==> src/rtl/m_multicycle_ctrl.sv <==
// m_multicycle_ctrl -- control FSM for a multi-cycle RV32 datapath.
// Drives the write enables, mux selects and ALU op for a shared-memory
// multi-cycle core. It stalls in the memory states until w_mem_rdy is seen.
// Optional build macro: MC_CTRL_PERF_EN adds the w_cycle_cnt / w_instret counters.
//
// state    | code | meaning
// ---------+------+---------------------------------------------------
// FETCH    |  0   | read instr at PC, PC <= PC+4 and IR load on mem_rdy
// DECODE   |  1   | ALUOut <= oldPC + imm (branch/jump target)
// MEMADR   |  2   | ALUOut <= rs1 + imm (load/store address)
// MEMREAD  |  3   | read data memory at ALUOut until mem_rdy
// MEMWB    |  4   | rd <= memory data register
// MEMWRITE |  5   | write rs2 to memory at ALUOut until mem_rdy
// EXECR    |  6   | ALUOut <= rs1 op rs2
// EXECI    |  7   | ALUOut <= rs1 op imm
// ALUWB    |  8   | rd <= ALUOut
// BRANCH   |  9   | compare rs1/rs2, PC <= ALUOut when taken
// JAL      | 10   | PC <= ALUOut, ALUOut <= oldPC + 4 (link)
// LUI      | 11   | ALUOut <= imm
// TRAP     | 15   | illegal opcode, parked until reset

module m_multicycle_ctrl (
    input  logic       w_clk,
    input  logic       w_rst,
    input  logic       w_mem_rdy,
    input  logic [6:0] w_opcode,
    input  logic [2:0] w_funct3,
    input  logic       w_funct7_5,
    input  logic       w_alu_zero,
    output logic       w_pc_we,
    output logic       w_ir_we,
    output logic       w_adr_src,
    output logic       w_mem_we,
    output logic       w_reg_we,
    output logic [1:0] w_alu_src_a,
    output logic [1:0] w_alu_src_b,
    output logic [1:0] w_result_src,
    output logic [2:0] w_alu_control,
    output logic [3:0] w_state,
    output logic       w_trap
`ifdef MC_CTRL_PERF_EN
    ,
    output logic [31:0] w_cycle_cnt,
    output logic [31:0] w_instret
`endif
);

    typedef enum logic [3:0] {
        S_FETCH    = 4'd0,
        S_DECODE   = 4'd1,
        S_MEMADR   = 4'd2,
        S_MEMREAD  = 4'd3,
        S_MEMWB    = 4'd4,
        S_MEMWRITE = 4'd5,
        S_EXECR    = 4'd6,
        S_EXECI    = 4'd7,
        S_ALUWB    = 4'd8,
        S_BRANCH   = 4'd9,
        S_JAL      = 4'd10,
        S_LUI      = 4'd11,
        S_TRAP     = 4'd15
    } state_t;

    localparam logic [2:0] ALU_ADD  = 3'b000;
    localparam logic [2:0] ALU_SUB  = 3'b001;
    localparam logic [2:0] ALU_AND  = 3'b010;
    localparam logic [2:0] ALU_OR   = 3'b011;
    localparam logic [2:0] ALU_PASS = 3'b100;
    localparam logic [2:0] ALU_SLT  = 3'b101;

    state_t state;
    state_t state_nxt;

    // funct3 -> ALU op; funct7[5] only selects sub for register-register ops
    function automatic logic [2:0] alu_dec(input logic [2:0] f3, input logic sub_ok);
        logic [2:0] op;
        op = ALU_ADD;
        case (f3)
            3'b000:  op = sub_ok ? ALU_SUB : ALU_ADD;
            3'b010:  op = ALU_SLT;
            3'b110:  op = ALU_OR;
            3'b111:  op = ALU_AND;
            default: op = ALU_ADD;
        endcase
        return op;
    endfunction

    // next-state decode
    always_comb begin
        state_nxt = state;
        case (state)
            S_FETCH:    state_nxt = w_mem_rdy ? S_DECODE : S_FETCH;
            S_DECODE: begin
                case (w_opcode)
                    7'b0000011,
                    7'b0100011: state_nxt = S_MEMADR;
                    7'b0110011: state_nxt = S_EXECR;
                    7'b0010011: state_nxt = S_EXECI;
                    7'b1100011: state_nxt = S_BRANCH;
                    7'b1101111: state_nxt = S_JAL;
                    7'b0110111: state_nxt = S_LUI;
                    default:    state_nxt = S_TRAP;
                endcase
            end
            S_MEMADR:   state_nxt = w_opcode[5] ? S_MEMWRITE : S_MEMREAD;
            S_MEMREAD:  state_nxt = w_mem_rdy ? S_MEMWB : S_MEMREAD;
            S_MEMWB:    state_nxt = S_FETCH;
            S_MEMWRITE: state_nxt = w_mem_rdy ? S_FETCH : S_MEMWRITE;
            S_EXECR:    state_nxt = S_ALUWB;
            S_EXECI:    state_nxt = S_ALUWB;
            S_ALUWB:    state_nxt = S_FETCH;
            S_BRANCH:   state_nxt = S_FETCH;
            S_JAL:      state_nxt = S_ALUWB;
            S_LUI:      state_nxt = S_ALUWB;
            S_TRAP:     state_nxt = S_TRAP;
            // unused codes 12..14 recover to FETCH
            default:    state_nxt = S_FETCH;
        endcase
    end

    // state register
    always_ff @(posedge w_clk or posedge w_rst) begin
        if (w_rst) begin
            state <= S_FETCH;
        end else begin
            state <= state_nxt;
        end
    end

    // Moore output decode; enables are masked while reset is held so that
    // FETCH's ready-driven IR/PC load cannot fire during reset
    always_comb begin
        w_pc_we       = 1'b0;
        w_ir_we       = 1'b0;
        w_adr_src     = 1'b0;
        w_mem_we      = 1'b0;
        w_reg_we      = 1'b0;
        w_alu_src_a   = 2'b00;
        w_alu_src_b   = 2'b00;
        w_result_src  = 2'b00;
        w_alu_control = ALU_ADD;
        w_trap        = 1'b0;
        case (state)
            S_FETCH: begin
                w_alu_src_b  = 2'b10;
                w_result_src = 2'b10;
                w_ir_we      = w_mem_rdy;
                w_pc_we      = w_mem_rdy;
            end
            S_DECODE: begin
                w_alu_src_a = 2'b01;
                w_alu_src_b = 2'b01;
            end
            S_MEMADR: begin
                w_alu_src_a = 2'b10;
                w_alu_src_b = 2'b01;
            end
            S_MEMREAD: begin
                w_adr_src = 1'b1;
            end
            S_MEMWB: begin
                w_result_src = 2'b01;
                w_reg_we     = 1'b1;
            end
            S_MEMWRITE: begin
                w_adr_src = 1'b1;
                w_mem_we  = 1'b1;
            end
            S_EXECR: begin
                w_alu_src_a   = 2'b10;
                w_alu_control = alu_dec(w_funct3, w_funct7_5);
            end
            S_EXECI: begin
                w_alu_src_a   = 2'b10;
                w_alu_src_b   = 2'b01;
                w_alu_control = alu_dec(w_funct3, 1'b0);
            end
            S_ALUWB: begin
                w_reg_we = 1'b1;
            end
            S_BRANCH: begin
                w_alu_src_a   = 2'b10;
                w_alu_control = ALU_SUB;
                case (w_funct3)
                    3'b000:  w_pc_we = w_alu_zero;
                    3'b001:  w_pc_we = ~w_alu_zero;
                    default: w_pc_we = 1'b0;
                endcase
            end
            S_JAL: begin
                w_alu_src_a = 2'b01;
                w_alu_src_b = 2'b10;
                w_pc_we     = 1'b1;
            end
            S_LUI: begin
                w_alu_src_b   = 2'b01;
                w_alu_control = ALU_PASS;
            end
            S_TRAP: begin
                w_trap = 1'b1;
            end
            default: begin
                w_trap = 1'b0;
            end
        endcase
        if (w_rst) begin
            w_pc_we  = 1'b0;
            w_ir_we  = 1'b0;
            w_mem_we = 1'b0;
            w_reg_we = 1'b0;
            w_trap   = 1'b0;
        end
    end

    assign w_state = state;

`ifdef MC_CTRL_PERF_EN
    // cycle and retired-instruction counters, free-running modulo 2^32
    always_ff @(posedge w_clk or posedge w_rst) begin
        if (w_rst) begin
            w_cycle_cnt <= 32'd0;
            w_instret   <= 32'd0;
        end else begin
            if (state != S_TRAP) begin
                w_cycle_cnt <= w_cycle_cnt + 32'd1;
            end
            if ((state_nxt == S_FETCH) && (state != S_FETCH)) begin
                w_instret <= w_instret + 32'd1;
            end
        end
    end
`endif

endmodule

==> config.mk <==
export PLATFORM = sky130hd
export DESIGN_NAME = m_multicycle_ctrl
export DESIGN_NICKNAME = d
export VERILOG_FILES = /design/src/rtl/m_multicycle_ctrl.sv
export SDC_FILE = /design/constraint.sdc
export NUM_CORES = 1
export LEC_CHECK = 0
export ABC_AREA = 0
export CAP_MARGIN = 20
export CORE_UTILIZATION = 24
export DETAILED_ROUTE_END_ITERATION = 6
export SKIP_CTS_REPAIR_TIMING = 1
export SLEW_MARGIN = 20
export SYNTH_ARGS = -nofsm -noshare
export SYNTH_HDL_FRONTEND = slang
export SYNTH_SLANG_ARGS = --single-unit
==> constraint.sdc <==
create_clock -name w_clk -period 1.4 [get_ports w_clk]
set_input_delay 0.14 -clock w_clk [delete_from_list [all_inputs] [get_ports w_clk]]
set_output_delay 0.14 -clock w_clk [all_outputs]
set_load 0.01 [all_outputs]
==> reports/metrics.cfg <==
[placement]
gp_congestion = 0.7982
dp_hpwl_mm = 1.652
port_buffers = 33
dp_cells = 173
dpl_worst_slack_ns = -0.6065

[die]
row_count = 17
core_um2 = 2276
ios = 34
dieArea_um2 = 2685
die_h_um = 51.82
fp.dieW_um = 51.82
initial_core_util_pct = 26.17

[critical_path]
slowest_delay_ns = 0.54
r2r_end = w_state[0]
cp_max_fo = 4
critPathCaptureType = primary output
crit_slowest_cell = or4b_4
crit_path_start_kind = flip-flop
r2r-start = w_state[0]
critPathArrivalTime_ns = 1.59
worstPathCellList = or4b_4 > a211oi_4 > buf_2
reg2reg_depth = 7
worst_ep_required_time_ns = 1.26
r2r_setup_slack_ns = -0.07
worstSetupPathType = reg2out

[grt]
use_met1_pct = 18.84
grt_use_total_pct = 16.01
met3_usage_pct = 0.8772
overflow = 0
grt_use_met2_pct = 31.60
antenna_found_initial = 0
grt_max_degree = 16
grt_pass1_vias = 827
top_usage_layer = met2
grt_pass1_wl_mm = 3.374

[run_status]
violations = negative setup slack
outcome = complete, but fails checks

[yosys]
synth_ff_type = dfrtp_1
synth_warnings = 0
synth-edff-count = 0
synth_cell_types = 35
ys_ff_latch = 4
syn_nets = 99
synthArstFlopShare_pct = 100.0
syn_inst = 84
syn_area_um2 = 595.6
synth_area_per_cell_um2 = 7.090
ys_seq_area_share_pct = 16.81

[detailed_routing]
first_pass_iters = 4
route.detailed.drc = 0
drtAntennaViolNets = 0
wl_mm = 2.113
post_drt_wl_per_cell_um = 11.74
num_vias = 879
viasPerCell = 4.883
dr.first_iter.drc_count = 7

[power]
powerDensity_nw_per_um2 = 1730
p_int_mw = 1.240
switching_share_pct = 43.34
power.switching_mw = 0.9484
seq_power_share_pct = 11.1
ir_drop_v = 0.0007077
leakagePower_nw = 0.6072
pwr-share-comb_pct = 82.6
pwr-share-clk_pct = 6.3

[cells_and_area]
drive_gt1_share_pct = 49.34
largest_register_ffs = 4
seqCellArea_um2 = 102.6
fillers = 229
final_cell_mix = 35 x buf_4, 15 x clkdlybuf4s50_1, 11 x buf_2
multi_input_area_um2 = 538.0
post-route-util_pct = 55.58
n_antenna_cell = 0
layout_commonest_cell = buf_4
synthToLayoutAreaGrowth_pct = 112.4
nNetsFinal = 169
final_cells = 180

[cts]
cts.sinks = 4
clk_path_buf_depth = 2
clk_latency_ns = 0.23
clkTransAtPathRegs_ns = 0.04
root_buffer = clkbuf_4
cts_tree = done
cts_inserted_buffers = 3
h-tree-depth = 1

[hold_path]
hold_class = in2async

[timing]
min_period_over_period_pct = 123.5
slew_violations = 0
hold_violations = 0
rsz0062_at_grt = true
skew_ns = 0.004296
tightestPinTransition_ns = 0.3825
setup_slack_ns = -0.3291
max_slew_margin_pct = 74.26
fmax_mhz = 578.3
min_period_ns = 1.729
setup_viol = 17

[job]
maxCapViolations = 0

[logic make-up (layout without fill, tap and decap cells)]
family	after synthesis	after routing	synth area share (%)
flops	4	4	16.81
xor+xnor	3	3	4.413
compound gates	19	19	22.69
mux	2	2	3.571
simple gates	48	48	44.12
buf+inv	8	76	8.404
[through the flow]
| step | hold slack [ns] | TNS (ns) | power [mW] | instance area [µm²] |
|---|---|---|---|---|
| floorplan | -0.08861 | -0.09011 | 1.032 | 609.3 |
| global placement | 0.6604 | -5.325 | 1.932 | 1187 |
| detailed placement | 0.6690 | -5.422 | 1.941 | 1187 |
| CTS | 0.4312 | -9.140 | 2.089 | 1210 |
| global route | 0.4846 | -3.703 | 2.352 | 1265 |
| finish | 0.4452 | -2.316 | 2.189 | 1265 |
[worst max-delay path by stage]
stage | from | endpoint | slack [ns] | cells past startpoint
floorplan | w_state[0] | w_pc_we | -0.05 | 3
global placement | w_mem_rdy | w_pc_we | -0.59 | 4
detailed placement | w_funct3[0] | w_pc_we | -0.61 | 6
CTS | w_state[1] | w_pc_we | -0.75 | 5
global route | w_state[3] | w_ir_we | -0.40 | 5
finish | w_state[0] | w_pc_we | -0.33 | 3
[cell type report]
class	instances	area share [%]
clock buffers	3	1.780
repair buffers	71	44.21
multi-input cells	72	42.53
inverters	2	0.5935
flip-flops and latches	4	8.111
well taps	28	2.770
[power by group through the flow]
stage	Sequential [mW]	Combinational [mW]	Clock, mW
4_1_cts	0.223	1.72	0.144
6_report	0.243	1.81	0.137
5_1_grt	0.255	1.95	0.151
2_1_floorplan	0.242	0.790	0
3_3_place_gp	0.223	1.71	0
3_5_place_dp	0.224	1.72	0
[worst max-delay path, delay by kind of cell (launching register included)]
kind | cells | cell delay, ns
DFF | 1 | 0.43
buffers and inverters | 1 | 0.16
AOI/OAI and AO/OA | 1 | 0.23
and+or+nand+nor | 1 | 0.54
[layer usage]
metal	wire length (µm)	vias to the layer above	part of all wire, %
li1	-	454	-
met2	1202	18	57
met3	47	0	2.2
met1	863	407	41
met4	0	0	0
met5	0	-	0
[Yosys cell counts, types with 2 or more instances]
| library cell | instances | area, µm² |
|---|---|---|
| buf_6 | 2 | 22.52 |
| nand3b_1 | 2 | 15.01 |
| nor2_1 | 6 | 22.52 |
| o31ai_1 | 2 | 15.01 |
| nand2_1 | 9 | 33.78 |
| a211o_1 | 2 | 17.52 |
| nand4_1 | 2 | 12.51 |
| inv_1 | 2 | 7.510 |
| nor2b_1 | 3 | 18.77 |
| o21ai_0 | 3 | 15.01 |
| nand2b_1 | 5 | 31.28 |
| xnor2_1 | 2 | 17.52 |
| a21oi_1 | 2 | 10.01 |
| o22ai_1 | 2 | 12.51 |
| nor4_1 | 3 | 18.77 |
| nand3_1 | 4 | 20.02 |
| nor3_1 | 8 | 40.04 |
| dfrtp_1 | 4 | 100.1 |
| buf_2 | 4 | 20.02 |
| o211ai_1 | 2 | 15.01 |
(Power assumes the default switching activity.)
